File: config.mk
export PLATFORM = sky130hd
export DESIGN_NAME = logits_stream_tx
export DESIGN_NICKNAME = d
export VERILOG_FILES = /design/src/rtl/logits_stream_tx.sv
export SDC_FILE = /design/constraint.sdc
export NUM_CORES = 1
export LEC_CHECK = 0
export CAP_MARGIN = 20
export CORE_ASPECT_RATIO = 0.75
export CORE_MARGIN = 4
export CORE_UTILIZATION = 45
export DETAILED_ROUTE_END_ITERATION = 8
export GPL_ROUTABILITY_DRIVEN = 1
export PLACE_DENSITY = 0.67
export SYNTH_ARGS = -nofsm -noshare
export SYNTH_HDL_FRONTEND = slang
export SYNTH_SLANG_ARGS = --single-unit
File: constraint.sdc
create_clock -name clk -period 10.7 [get_ports clk]
set_input_delay 2.675 -clock clk [delete_from_list [all_inputs] [get_ports clk]]
set_output_delay 2.675 -clock clk [all_outputs]
set_load 0.02 [all_outputs]
File: src/rtl/logits_stream_tx.sv
// Logits transmitter: gathers per-class accumulators in any order, requantizes to Q15/25-bit,
// then streams them in ascending class order. Optional argmax output under LOGITS_TX_ARGMAX_EN.
module logits_stream_tx #(
  parameter int CLASS_NUM = 10,
  parameter int IDX_W     = 4,
  parameter int ACC_W     = 32,
  parameter int ACC_FRAC  = 22
) (
  input  logic             clk,
  input  logic             rst,
  input  logic             acc_valid,
  output logic             acc_ready,
  input  logic [IDX_W-1:0] acc_idx,
  input  logic [ACC_W-1:0] acc_data,
  output logic             out_valid,
  input  logic             out_ready,
  output logic [24:0]      out_data,
  output logic [IDX_W-1:0] out_idx,
  output logic             out_last,
  output logic             done,
  output logic             idx_err,
  output logic             dbg_state
`ifdef LOGITS_TX_ARGMAX_EN
  ,
  output logic [IDX_W-1:0] pred_class,
  output logic             pred_valid
`endif
);

  // Handshakes: a word moves on a clock edge where valid and ready are both high;
  // out_valid/out_data never depend combinationally on out_ready.
  typedef enum logic {FILL = 1'b0, SEND = 1'b1} state_t;

  localparam int SH     = ACC_FRAC - 15;
  localparam int RND_SH = (SH > 0) ? SH - 1 : 0;
  localparam logic signed [ACC_W:0] RND  = (SH > 0) ? ((ACC_W+1)'(1) << RND_SH) : '0;
  localparam logic signed [ACC_W:0] QMAX = (ACC_W+1)'(24'hFFFFFF);
  localparam logic signed [ACC_W:0] QMIN = ~QMAX;
  localparam logic [IDX_W:0]   N_EXT = (IDX_W+1)'(CLASS_NUM);
  localparam logic [IDX_W-1:0] LAST  = IDX_W'(CLASS_NUM - 1);

  state_t                 state_q, state_d;
  logic [CLASS_NUM-1:0]   mask_q, mask_d;
  logic [IDX_W-1:0]       ptr_q, ptr_d;
  logic                   acc_ready_q, acc_ready_d;
  logic                   done_q, done_d;
  logic                   err_q, err_d;
  logic [24:0]            buf_q [CLASS_NUM];
  logic                   wr_en, idx_ok, out_hs;
  logic signed [ACC_W:0]  ext_s, sh_s;
  logic [24:0]            q_val;

  // Round half up, then clamp into the signed 25-bit range.
  always_comb begin
    ext_s = $signed({acc_data[ACC_W-1], acc_data}) + RND;
    sh_s  = ext_s >>> SH;
    if (sh_s > QMAX)      q_val = QMAX[24:0];
    else if (sh_s < QMIN) q_val = QMIN[24:0];
    else                  q_val = sh_s[24:0];
  end

  assign idx_ok = {1'b0, acc_idx} < N_EXT;
  assign out_hs = (state_q == SEND) && out_ready;

  always_comb begin
    state_d = state_q;
    mask_d  = mask_q;
    ptr_d   = ptr_q;
    done_d  = 1'b0;
    err_d   = err_q;
    wr_en   = 1'b0;
    case (state_q)
      FILL: begin
        if (acc_valid && acc_ready_q) begin
          if (idx_ok) begin
            wr_en  = 1'b1;
            mask_d = mask_q | (CLASS_NUM'(1) << acc_idx);
            if (&mask_d) begin
              state_d = SEND;
              ptr_d   = '0;
            end
          end else begin
            err_d = 1'b1;
          end
        end
      end
      SEND: begin
        if (out_hs) begin
          if (ptr_q == LAST) begin
            state_d = FILL;
            mask_d  = '0;
            ptr_d   = '0;
            done_d  = 1'b1;
          end else begin
            ptr_d = ptr_q + 1'b1;
          end
        end
      end
      default: state_d = FILL;
    endcase
    acc_ready_d = (state_d == FILL);
  end

  always_ff @(posedge clk or posedge rst) begin
    if (rst) begin
      state_q     <= FILL;
      mask_q      <= '0;
      ptr_q       <= '0;
      acc_ready_q <= 1'b0;
      done_q      <= 1'b0;
      err_q       <= 1'b0;
      for (int i = 0; i < CLASS_NUM; i++) buf_q[i] <= '0;
    end else begin
      state_q     <= state_d;
      mask_q      <= mask_d;
      ptr_q       <= ptr_d;
      acc_ready_q <= acc_ready_d;
      done_q      <= done_d;
      err_q       <= err_d;
      if (wr_en) buf_q[acc_idx] <= q_val;
    end
  end

  assign acc_ready = acc_ready_q;
  assign out_valid = (state_q == SEND);
  assign out_data  = out_valid ? buf_q[ptr_q] : '0;
  assign out_idx   = out_valid ? ptr_q : '0;
  assign out_last  = out_valid && (ptr_q == LAST);
  assign done      = done_q;
  assign idx_err   = err_q;
  assign dbg_state = state_q;

`ifdef LOGITS_TX_ARGMAX_EN
  logic signed [24:0] max_q, max_d;
  logic [IDX_W-1:0]   arg_q, arg_d, pred_q, pred_d;
  logic               pv_q, pv_d, take;

  // Strict greater-than keeps the lowest index on ties; ptr 0 seeds the running max.
  always_comb begin
    max_d = max_q;
    arg_d = arg_q;
    pred_d = pred_q;
    pv_d  = 1'b0;
    take  = (ptr_q == '0) || ($signed(out_data) > max_q);
    if (out_hs) begin
      if (take) begin
        max_d = $signed(out_data);
        arg_d = ptr_q;
      end
      if (ptr_q == LAST) begin
        pred_d = take ? ptr_q : arg_q;
        pv_d   = 1'b1;
      end
    end
  end

  always_ff @(posedge clk or posedge rst) begin
    if (rst) begin
      max_q  <= '0;
      arg_q  <= '0;
      pred_q <= '0;
      pv_q   <= 1'b0;
    end else begin
      max_q  <= max_d;
      arg_q  <= arg_d;
      pred_q <= pred_d;
      pv_q   <= pv_d;
    end
  end

  assign pred_class = pred_q;
  assign pred_valid = pv_q;
`endif

endmodule

# Word-level counts from Yosys, hierarchy flattened
# Index checks and enable logic that the tools add are counted.
# op_classes
n_addsub,2
magnitude_cmp,6
n_eq_ne,6
shift,1
n_mux,33
n_bitwise,6
reduce_logical,8
# ops
operator,count
bitwise mux 250 bit,1
2-to-1 mux 25 bit,6
binary-select mux 25 bit (select 4 bit),1
demux 25 bit (select 4 bit),1
2-to-1 mux 10 bit,4
adder 32 x 8 -> 33 bit (second input constant),1
greater-than comparator 26 x 25 -> 1 bit (second input constant),1
less-than comparator 26 x 25 -> 1 bit (second input constant),1
2-to-1 mux 4 bit,6
case mux 10 bit (2 select lines),1
2-to-1 mux 1 bit,11
greater-or-equal comparator 5 bit (second input constant),2
inverter 4 -> 5 bit,2
OR 10 bit,1
AND reduction 10 bit,1
<< shifter 1 x 4 -> 10 bit (first input constant),1
case mux 4 bit (2 select lines),1
AND reduction 4 bit,2
!= test 2 bit (second input constant),3
less-than comparator 5 x 1 -> 1 bit (second input constant),1
adder 4 x 1 -> 4 bit (second input constant),1
equality test 4 bit (second input constant),1
logical AND 1 bit,4
less-than comparator 4 bit (second input constant),1
4 further kinds,7
# totals
reg_bits,268
in_bits,40
output_inout_bits,35

# Logic depth before layout (Yosys ltp)
# Gate-level depths: netlist (run 1).
# logic_depth
word_depth,8
ltp_mapped,9
depth_no_buf,8

# Least setup slack after synthesis (run 1)
# OpenSTA, ideal clock, no wires.
# synth_path
kind,register to output
from,register ptr_q[0]
to,output out_data[10]
arrival_ns,1.924
required_time_ns,8.025
setup_slack_ns,6.101
path_stages_with_launch,8
n_path_buf,4
path_cell_list,dfrtp_1 clkbuf_1 buf_2 buf_2 buf_2 mux2i_1 o22ai_1 and2_1
# synth_via
elab_chain_len,5
# synth_rtl
element,line_no,text
start: declaration,44,"logic [IDX_W-1:0] ptr_q, ptr_d;"
start signal: assignment,116,ptr_q <= ptr_d;
inverter 4 -> 5 bit (implied by the code),126,assign out_data = out_valid ? buf_q[ptr_q] : '0;
binary-select mux 25 bit (select 4 bit),126,
2-to-1 mux 25 bit (implied by the code) (2 in a row),126,
2-to-1 mux 25 bit,126,
end: declaration,17,"output logic [24:0] out_data,"
# Every way passes these cells. The select of a mux whose other input is x is not followed.

# Worst setup path after layout (run 1)
# layout_path
from,register ptr_q[2]
to,output out_data[4]
# The elaborated chain is that of the path after synthesis.

==> results.json, run 1 <==
{
  "result_of_the_run": "finished, final reports clean",
  "totalNegativeSetupSlack_ns": 0,
  "dieWidth_um": 202.0,
  "final.period_utilization_pct": 62.93,
  "seq_power_share_pct": 45.9,
  "yosys.cell_count.top_type": "nand2_1",
  "route.antenna.remaining_nets": 0,
  "clockRootBuffer": "clkbuf_16",
  "syn_area_um2": 12700,
  "end_kind": "output pin",
  "first_iter_violations": 649,
  "detail_route_met2_wl_um": 14100,
  "dr_total_vias": 9354,
  "top_cell_type_by_total_area_after_synthesis": "dfrtp_1",
  "async_flop_share_pct": 100.0,
  "power_report.internal_total_mw": 2.172,
  "layout.nets": 1315,
  "viasPerCell": 5.601,
  "ys_seq_elements": 268,
  "synthDominantCellAreaShare_pct": 52.79,
  "signal_arrival_time_at_the_worst_endpoint_ns": 4.06,
  "share_clk_of_total_power_pct": 29.1,
  "insertedDiodeCount": 0,
  "global_route.usage.total_pct": 20.76,
  "reg2reg_setup_slack_ns": 7.65,
  "worst_pin_slew_ns": 1.028,
  "finalClockSkew_ns": 0.01710,
  "synth.top_cells.by_count": "nand2_1, dfrtp_1, o21ai_0, clkbuf_1, mux2i_1",
  "place.detailed.hpwl_um": 19400,
  "grt_overflow": 0,
  "clk_pin_slew_ns": 0.06,
  "post_cts_setup_buffer_count": 0,
  "grt_antenna_before_repair": 0,
  "wirelength_met1_um": 15500,
  "remaining_drc_errors": 0,
  "worst_path_largest_cell_delay_ns": 0.98,
  "timing.critical_path.required_ns": 8.03,
  "synthFlopType": "dfrtp_1",
  "clock_sinks": 268,
  "drv_cap": 0,
  "rows": 52,
  "ctsResizeCount": 0,
  "synth_enable_flop_cells": 0,
  "cts_inserted_buffers": 26,
  "setup.worst_path.start_class": "flop",
  "netlist-cell-type-count": 63,
  "post-route-min-period_ns": 6.734,
  "syn-mean-instance-area_um2": 10.21,
  "gpl.final_weighted_congestion": 0.8963,
  "path_max_fanout": 27,
  "timing_max_transition_violations_final": 0,
  "timing.setup.critical_path_class": "flop to output pin",
  "design_power_total_mw": 3.133,
  "count_of_port_buffers_added_during_placement": 68,
  "routedWlPerCell_um": 19.11,
  "first_global_vias": 9342,
  "synth_warnings": 0,
  "dieArea_um2": 31010,
  "postCtsHoldBufs": 0,
  "coreArea_um2": 27390,
  "power_density_nw_per_um2": 215.9,
  "grt_pass1_wl_um": 52320,
  "timing.hold.worst.class": "flop to flop",
  "layout-area-overhead-vs-synth_pct": 14.23,
  "switching_power_uw": 960.3,
  "grt_setup_unrepaired": "false",
  "htree_levels": 1,
  "worst_ir_drop_vdd_mv": 0.1455,
  "top_layer": "met4",
  "tritoncts": "built",
  "crit_path_cell_trace": "inv_2, nand3_2, o22ai_1, and2_1, clkdlybuf4s50_1",
  "combinational_power_share_pct": 25.0,
  "max-clock-path-buffers": 3,
  "dr_wl_met3_um": 1792,
  "leakage_nw": 6.451,
  "syn_inst": 1244,
  "insertion_delay_ns": 0.54,
  "synth_sequential_area_ratio_pct": 52.79,
  "max_slew_margin_pct": 30.86,
  "final_hold_violation_count": 0,
  "initial_utilization_pct": 46.38,
  "finalSetupViolCount": 0,
  "synth_top_cells_by_area": "dfrtp_1, o21ai_0, mux4_2",
  "routed_wirelength_um": 31910,
  "fmax_mhz": 148.5,
  "syn-num-nets": 1287,
  "worst_path_max_delay_cell": "nand3_2",
  "die-height_um": 153.5,
  "firstDrtPassIters": 5,
  "drive_above_1_share_pct": 10.45,
  "grt_max_degree": 183,
  "power.share.switching_pct": 30.66,
  "io_pins": 75
}
final timing paths:
path,startpoint,end,cells past startpoint
worst max-delay path,ptr_q[2]$_DFFE_PP0P_,out_data[4],5
worst min-delay path,buf_q[181]$_DFFE_PP0P_,buf_q[181]$_DFFE_PP0P_,2
worst min register to register,buf_q[181]$_DFFE_PP0P_,buf_q[181]$_DFFE_PP0P_,2
min in group asynchronous,rst,buf_q[2]$_DFFE_PP0P_,2
max in group asynchronous,rst,buf_q[34]$_DFFE_PP0P_,3
worst max register to register,dbg_state$_DFF_PP0_,buf_q[212]$_DFFE_PP0P_,6
final cells by class:
cell class / count / area (um^2)
Fill cell: 2476 / 12880
Sequential cell: 268 / 6711
Multi-Input combinational cell: 885 / 5592
Timing Repair Buffer: 83 / 847.1
Clock buffer: 35 / 734.5
Tap cell: 378 / 473.0
Clock inverter: 13 / 117.6
Inverter: 8 / 37.54
layout by cell type (no fill, tap or decap), types with 3 or more instances in the layout:
master           count
a21oi_1             20
a31oi_1              3
and2_1              33
and3_1               6
and3_2               4
buf_12               3
buf_4               10
clkbuf_1             5
clkbuf_16           26
clkbuf_8             5
clkdlybuf4s50_1     68
clkinv_2             5
clkinvlp_4           5
dfrtp_1            266
ha_1                 3
inv_1                6
mux2i_1             56
mux4_2              50
nand2_1            276
nand2b_1             4
nand3_1             16
nand3_2              6
nand4_1             11
nor2_1              44
nor2b_1              3
nor3_1               9
nor4_1               6
o21ai_0            241
o21ai_1             11
o21ai_2              3
o22ai_1             26
or3_1                3
xnor2_1              9
xor2_1               7
cell families after synthesis:
group	count (synthesis)	share of synthesized area (%)
compound gates	325	13.80
xor+xnor	16	1.103
fa+ha+maj	3	0.2955
buf+inv	91	3.398
flops	268	52.79
mux	106	13.28
simple gates	435	15.34
per-layer routing:
metal | vias to the layer above | global-route usage, %
met1 | 4621 | 32.05
met2 | 253 | 31.67
met5 | - | 0
met4 | 0 | 3.643
met3 | 40 | 3.264
li1 | 4440 | -
worst max-delay path, delay by kind of cell, from the launching register on:
family                 cells  cell delay, ns
buffers and inverters      2            1.36
and+or+nand+nor            2            1.16
AOI/OAI and AO/OA          1            0.55
DFF                        1            0.44
sequential cells by signal, summed over array words and instances (netlist names):
name and cells:
buf_q 250, acc_ready 1, ptr_q 4, dbg_state 1
done 1, mask_q 10, idx_err 1
power groups by stage:
| stage | clock, mW | sequential [mW] | combinational (mW) |
|---|---|---|---|
| global route | 0.972 | 1.48 | 0.881 |
| global placement | 0 | 1.44 | 0.759 |
| CTS | 0.928 | 1.44 | 0.788 |
| floorplan | 0 | 1.39 | 0.637 |
| detailed placement | 0 | 1.46 | 0.785 |
| finish | 0.910 | 1.44 | 0.783 |
per-stage QoR:
step	instance area, um^2	util, %	hold slack, ns	worst slack, ns	std cells
final	14510	52.98	0.4749	3.966	1670
after global routing	14510	52.98	0.4977	3.739	1670
after CTS	14460	52.80	0.4798	3.919	1667
after detailed placement	13610	49.68	0.4654	4.454	1619
after global placement	13590	49.61	0.4559	4.541	1618
after floorplan	12700	-	0.4436	0.6430	1244
Power figures use the tool's default switching activity.
==> run 2: changes to the inputs <==
clock period = 6.8 ns   (was 10.7 ns; I/O delays follow)
==> run 2 against run 1 <==
Effect of this change: routed wire length increased by 1.9%; non-clock buffer count grew 3; first-iteration DRC count grew 32%; sequential power increased by 59%; combinational power increased by 57%; clock-buffer cell count up 4; total power increased by 57%; hold slack worse by 0.00087 ns; via count increased by 1.4%; register-to-register slack got worse by 3.6 ns; sequential share of layout area is essentially flat; critical endpoint is now out_data[15]; largest power group unchanged; highest routed layer unchanged.
==> results.json, run 2 (same netlist as run 1, synthesis figures left out) <==
{
  "gpl.final_weighted_congestion": 0.9280,
  "instances_no_fill": 1672,
  "leakage_nw": 6.464,
  "drive_above_1_share_pct": 10.28,
  "die-height_um": 153.5,
  "routedWlPerCell_um": 19.45,
  "grt_pass1_wl_um": 53020,
  "largest_registers": "buf_q (250), mask_q (10), ptr_q (4)",
  "dr_total_vias": 9482,
  "worstHoldPathCells": 1,
  "largest_register_ff_count": 250,
  "max-clock-path-buffers": 3,
  "timing.hold.worst.class": "flop to flop",
  "final.period_utilization_pct": 78.25,
  "path_max_fanout": 42,
  "viasPerCell": 5.671,
  "dieWidth_um": 202.0,
  "firstDrtPassIters": 5,
  "timing.setup.critical_path_class": "flop to output pin",
  "result_of_the_run": "finished, final reports clean",
  "insertion_delay_ns": 0.53,
  "count_of_port_buffers_added_during_placement": 68,
  "worst_pin_slew_ns": 1.111,
  "max_slew_margin_pct": 25.26,
  "max_flop_register": "buf_q",
  "finalSetupViolCount": 0,
  "first_iter_violations": 856,
  "timing_max_transition_violations_final": 0,
  "grt_max_degree": 187,
  "insertedDiodeCount": 0,
  "final_hold_violation_count": 0,
  "wirelength_met1_um": 15640,
  "htree_levels": 1,
  "clk_pin_slew_ns": 0.07,
  "place_inst": 1622,
  "route.antenna.remaining_nets": 0,
  "clock_sinks": 268,
  "dr_wl_met3_um": 2001,
  "global_route.usage.total_pct": 21.00,
  "final_core_utilization_pct": 52.96,
  "ctsResizeCount": 0,
  "finalClockSkew_ns": 0.006158,
  "grt_setup_unrepaired": "false",
  "rows": 52,
  "finished_layout_cell_area_um2": 14510,
  "r2r_cells": 7,
  "fmax_mhz": 187.9,
  "design_power_total_mw": 4.906,
  "setup.worst_path.start_class": "flop",
  "first_global_vias": 9405,
  "dieArea_um2": 31010,
  "worst_ir_drop_vdd_mv": 0.2578,
  "timing.critical_path.required_ns": 5.10,
  "place.detailed.hpwl_um": 19960,
  "mostFrequentLayoutCells": "nand2_1, dfrtp_1, o21ai_0",
  "postPlaceCellArea_um2": 13620,
  "clockRootBuffer": "clkbuf_16",
  "grt_antenna_before_repair": 0,
  "initial_utilization_pct": 46.38,
  "layout-area-overhead-vs-synth_pct": 14.19,
  "post-route-min-period_ns": 5.321,
  "end_kind": "output pin",
  "grt_overflow": 0,
  "io_pins": 75,
  "drv_cap": 0,
  "coreArea_um2": 27390,
  "post_cts_setup_buffer_count": 0,
  "cts_inserted_buffers": 26,
  "layout.cells.most_common": "nand2_1",
  "postCtsHoldBufs": 0,
  "routed_wirelength_um": 32510,
  "signal_arrival_time_at_the_worst_endpoint_ns": 3.62,
  "power_density_nw_per_um2": 338.1,
  "top_layer": "met4",
  "tritoncts": "built",
  "detail_route_met2_wl_um": 14190,
  "totalNegativeSetupSlack_ns": 0,
  "layout.nets": 1318,
  "remaining_drc_errors": 0
}
run 2: changes by cell type in the layout (fill, tap and decap cells not counted), sizes merged:
cell / previous run / this run
buf: 14 / 18
clkinvlp: 5 / 2
inv: 8 / 7
clkbuf: 36 / 39
bufinv: 1 / 0
run 2: final cells by class:
class / instances / area, um^2
timing repair buffer: 86 / 889.6
tap: 378 / 473.0
fill: 2474 / 12880
clock inverter: 8 / 42.54
inverter: 8 / 33.78
multi-input combinational: 885 / 5587
sequential: 268 / 6711
clock buffer: 39 / 770.7
run 2: final timing paths:
check                                      from  slack, ns                      to
max reg2reg                 dbg_state$_DFF_PP0_       4.04  buf_q[230]$_DFFE_PP0P_
min in group asynchronous                   rst       1.56   buf_q[25]$_DFFE_PP0P_
min reg2reg                 idx_err$_DFFE_PP0P_       0.47     idx_err$_DFFE_PP0P_
min                         idx_err$_DFFE_PP0P_       0.47     idx_err$_DFFE_PP0P_
max                        ptr_q[0]$_DFFE_PP0P_       1.48            out_data[15]
max in group asynchronous                   rst       4.20   buf_q[40]$_DFFE_PP0P_
run 2: report_power, final:
part	switching [mW]	internal, mW
clock network	0.610	0.781
logic	0.607	0.620
registers	0.286	2.00
run 2: layer usage:
layer  track usage, %  vias up
met5                0        -
met2            31.80      276
li1                 -     4436
met3            3.453       48
met4            4.359        0
met1            32.27     4722
run 2: worst max-delay path: stages, from the launching register on:
cell and delay, ns:
dfrtp_4 0.99, buf_12 0.40, mux4_2 0.58, mux2i_1 0.18, o22ai_1 0.11, and2_1 0.23
clkdlybuf4s50_1 0.56
run 2: per-stage QoR:
step	worst slack [ns]	hold WS, ns
after detailed placement	2.017	0.4616
final	1.479	0.4740
after global routing	1.307	0.4932
after global placement	2.036	0.4569
after floorplan	1.561	0.4436
after CTS	1.407	0.4792
==> run 3: changes to the inputs <==
clock period = 5.2 ns   (was 6.8 ns; I/O delays follow)
==> run 3 against run 2 <==
Effect of this change: sequential share of layout area is 0.29 points lower; register-to-register slack worse by 1.7 ns; first-iteration DRC count is 28% lower; clock power is 43% higher; cell count is 0.36% higher; global-route usage hardly changed; clock-buffer cell count is 3 lower; design area is 0.64% higher; hold slack hardly changed; combinational power is 36% higher; largest cell class unchanged; largest power group unchanged.
==> results.json, run 3 (same netlist as run 1, synthesis figures left out) <==
{
  "result_of_the_run": "finished, final reports clean",
  "insertedDiodeCount": 0,
  "max_slew_margin_pct": 28.29,
  "fillCellCount": 2452,
  "ctsResizeCount": 0,
  "grt_pass1_wl_um": 52550,
  "htree_levels": 1,
  "final_hold_violation_count": 0,
  "firstDrtPassIters": 5,
  "dr_total_vias": 9405,
  "signal_arrival_time_at_the_worst_endpoint_ns": 3.24,
  "post_cts_setup_buffer_count": 0,
  "clk_pin_slew_ns": 0.06,
  "largest_register_ff_count": 250,
  "final.period_utilization_pct": 87.21,
  "layout.nets": 1323,
  "design_power_total_mw": 6.585,
  "setup.worst_path.start_class": "flop",
  "remaining_drc_errors": 0,
  "rows": 52,
  "end_kind": "output pin",
  "viasPerCell": 5.605,
  "grt_max_degree": 116,
  "postCtsHoldBufs": 0,
  "count_of_port_buffers_added_during_placement": 68,
  "grt_setup_unrepaired": "false",
  "timing_max_transition_violations_final": 0,
  "finalSetupViolCount": 0,
  "power_density_nw_per_um2": 451.0,
  "leakage_nw": 6.516,
  "clockRootBuffer": "clkbuf_16",
  "routedWlPerCell_um": 19.28,
  "gr-usage-met2_pct": 31.44,
  "global_route.usage.total_pct": 20.97,
  "clock_sinks": 268,
  "io_pins": 75,
  "finished_layout_cell_area_um2": 14600,
  "gpl.final_weighted_congestion": 0.8538,
  "post-route-min-period_ns": 4.535,
  "timing.critical_path.required_ns": 3.90,
  "mostFrequentLayoutCells": "nand2_1, dfrtp_1, o21ai_0",
  "grt_use_met1_pct": 33.30,
  "dieArea_um2": 31010,
  "first_global_vias": 9168,
  "drv_cap": 0,
  "layout-area-overhead-vs-synth_pct": 14.92,
  "globalRoute.busiestLayer": "met1",
  "worst_ir_drop_vdd_mv": 0.3004,
  "initial_utilization_pct": 46.38,
  "grt_antenna_before_repair": 0,
  "timing.hold.worst.class": "flop to flop",
  "coreArea_um2": 27390,
  "die-height_um": 153.5,
  "worst_pin_slew_ns": 1.066,
  "finalClockSkew_ns": 0.007321,
  "dieWidth_um": 202.0,
  "tritoncts": "built",
  "max_flop_register": "buf_q",
  "route.antenna.remaining_nets": 0,
  "postPlaceCellArea_um2": 13700,
  "routed_wirelength_um": 32350,
  "fmax_mhz": 220.5,
  "cts_inserted_buffers": 27,
  "largest_registers": "buf_q (250), mask_q (10), ptr_q (4)",
  "first_iter_violations": 616,
  "totalNegativeSetupSlack_ns": 0,
  "path_max_fanout": 17,
  "layout.cells.most_common": "nand2_1",
  "timing.setup.critical_path_class": "flop to output pin",
  "grt_overflow": 0,
  "max-clock-path-buffers": 3,
  "insertion_delay_ns": 0.54,
  "grt_use_met3_pct": 2.422,
  "place.detailed.hpwl_um": 19990,
  "drive_above_1_share_pct": 10.92
}
## run 3: cell count changes in the layout (fill, tap and decap cells not counted), sizes merged
cell and change:
inv +1, clkbuf -3, bufinv +3, buf +4, clkinv +1
## run 3: critical path, cell delays in order, from the launching register on
cell and delay [ns]:
dfrtp_4 0.68, buf_4 0.36, mux4_2 0.55, mux2i_1 0.18
o22ai_1 0.17, and2_1 0.23, clkdlybuf4s50_1 0.53
## run 3: area by class of cell
type	instances	area (um^2)	share of cell area [%]
repair buffers	90	895.9	6.136
well taps	378	473.0	3.239
clock inverters	13	150.1	1.028
flip-flops and latches	268	6711	45.97
inverters	8	33.78	0.2314
multi-input cells	885	5587	38.26
clock buffers	36	749.5	5.133
## run 3: where the power goes
part	internal, mW	switching [mW]	leakage (nW)
logic	0.824	0.850	2.70
clock network	1.16	0.824	0.446
registers	2.62	0.307	3.37
## run 3: final timing paths
check,startpoint,endpoint,slack (ns),cells after the start
worst max-delay path,ptr_q[0]$_DFFE_PP0P_,out_data[15],0.66,6
min in group asynchronous,rst,buf_q[223]$_DFFE_PP0P_,1.13,2
worst min register to register,idx_err$_DFFE_PP0P_,idx_err$_DFFE_PP0P_,0.47,1
worst min-delay path,idx_err$_DFFE_PP0P_,idx_err$_DFFE_PP0P_,0.47,1
worst max register to register,dbg_state$_DFF_PP0_,buf_q[207]$_DFFE_PP0P_,2.33,4
max in group asynchronous,rst,buf_q[58]$_DFFE_PP0P_,3.06,3
## run 3: per-stage QoR
stage               utilization, %  hold WS [ns]  worst slack (ns)  std cells
finish                       53.30        0.4745            0.6650       1678
global route                 53.30        0.4944            0.5237       1678
CTS                          53.30        0.4786            0.6451       1678
detailed placement           50.02        0.4650            0.8773       1629
global placement             50.02        0.4564            0.9422       1629
floorplan                        -        0.4436            0.3605       1244
## run 3: per-layer routing
layer	up-vias	share of wire, %
met2	221	44
li1	4458	-
met4	0	1.4
met1	4692	50
met3	34	4.9
met5	-	0
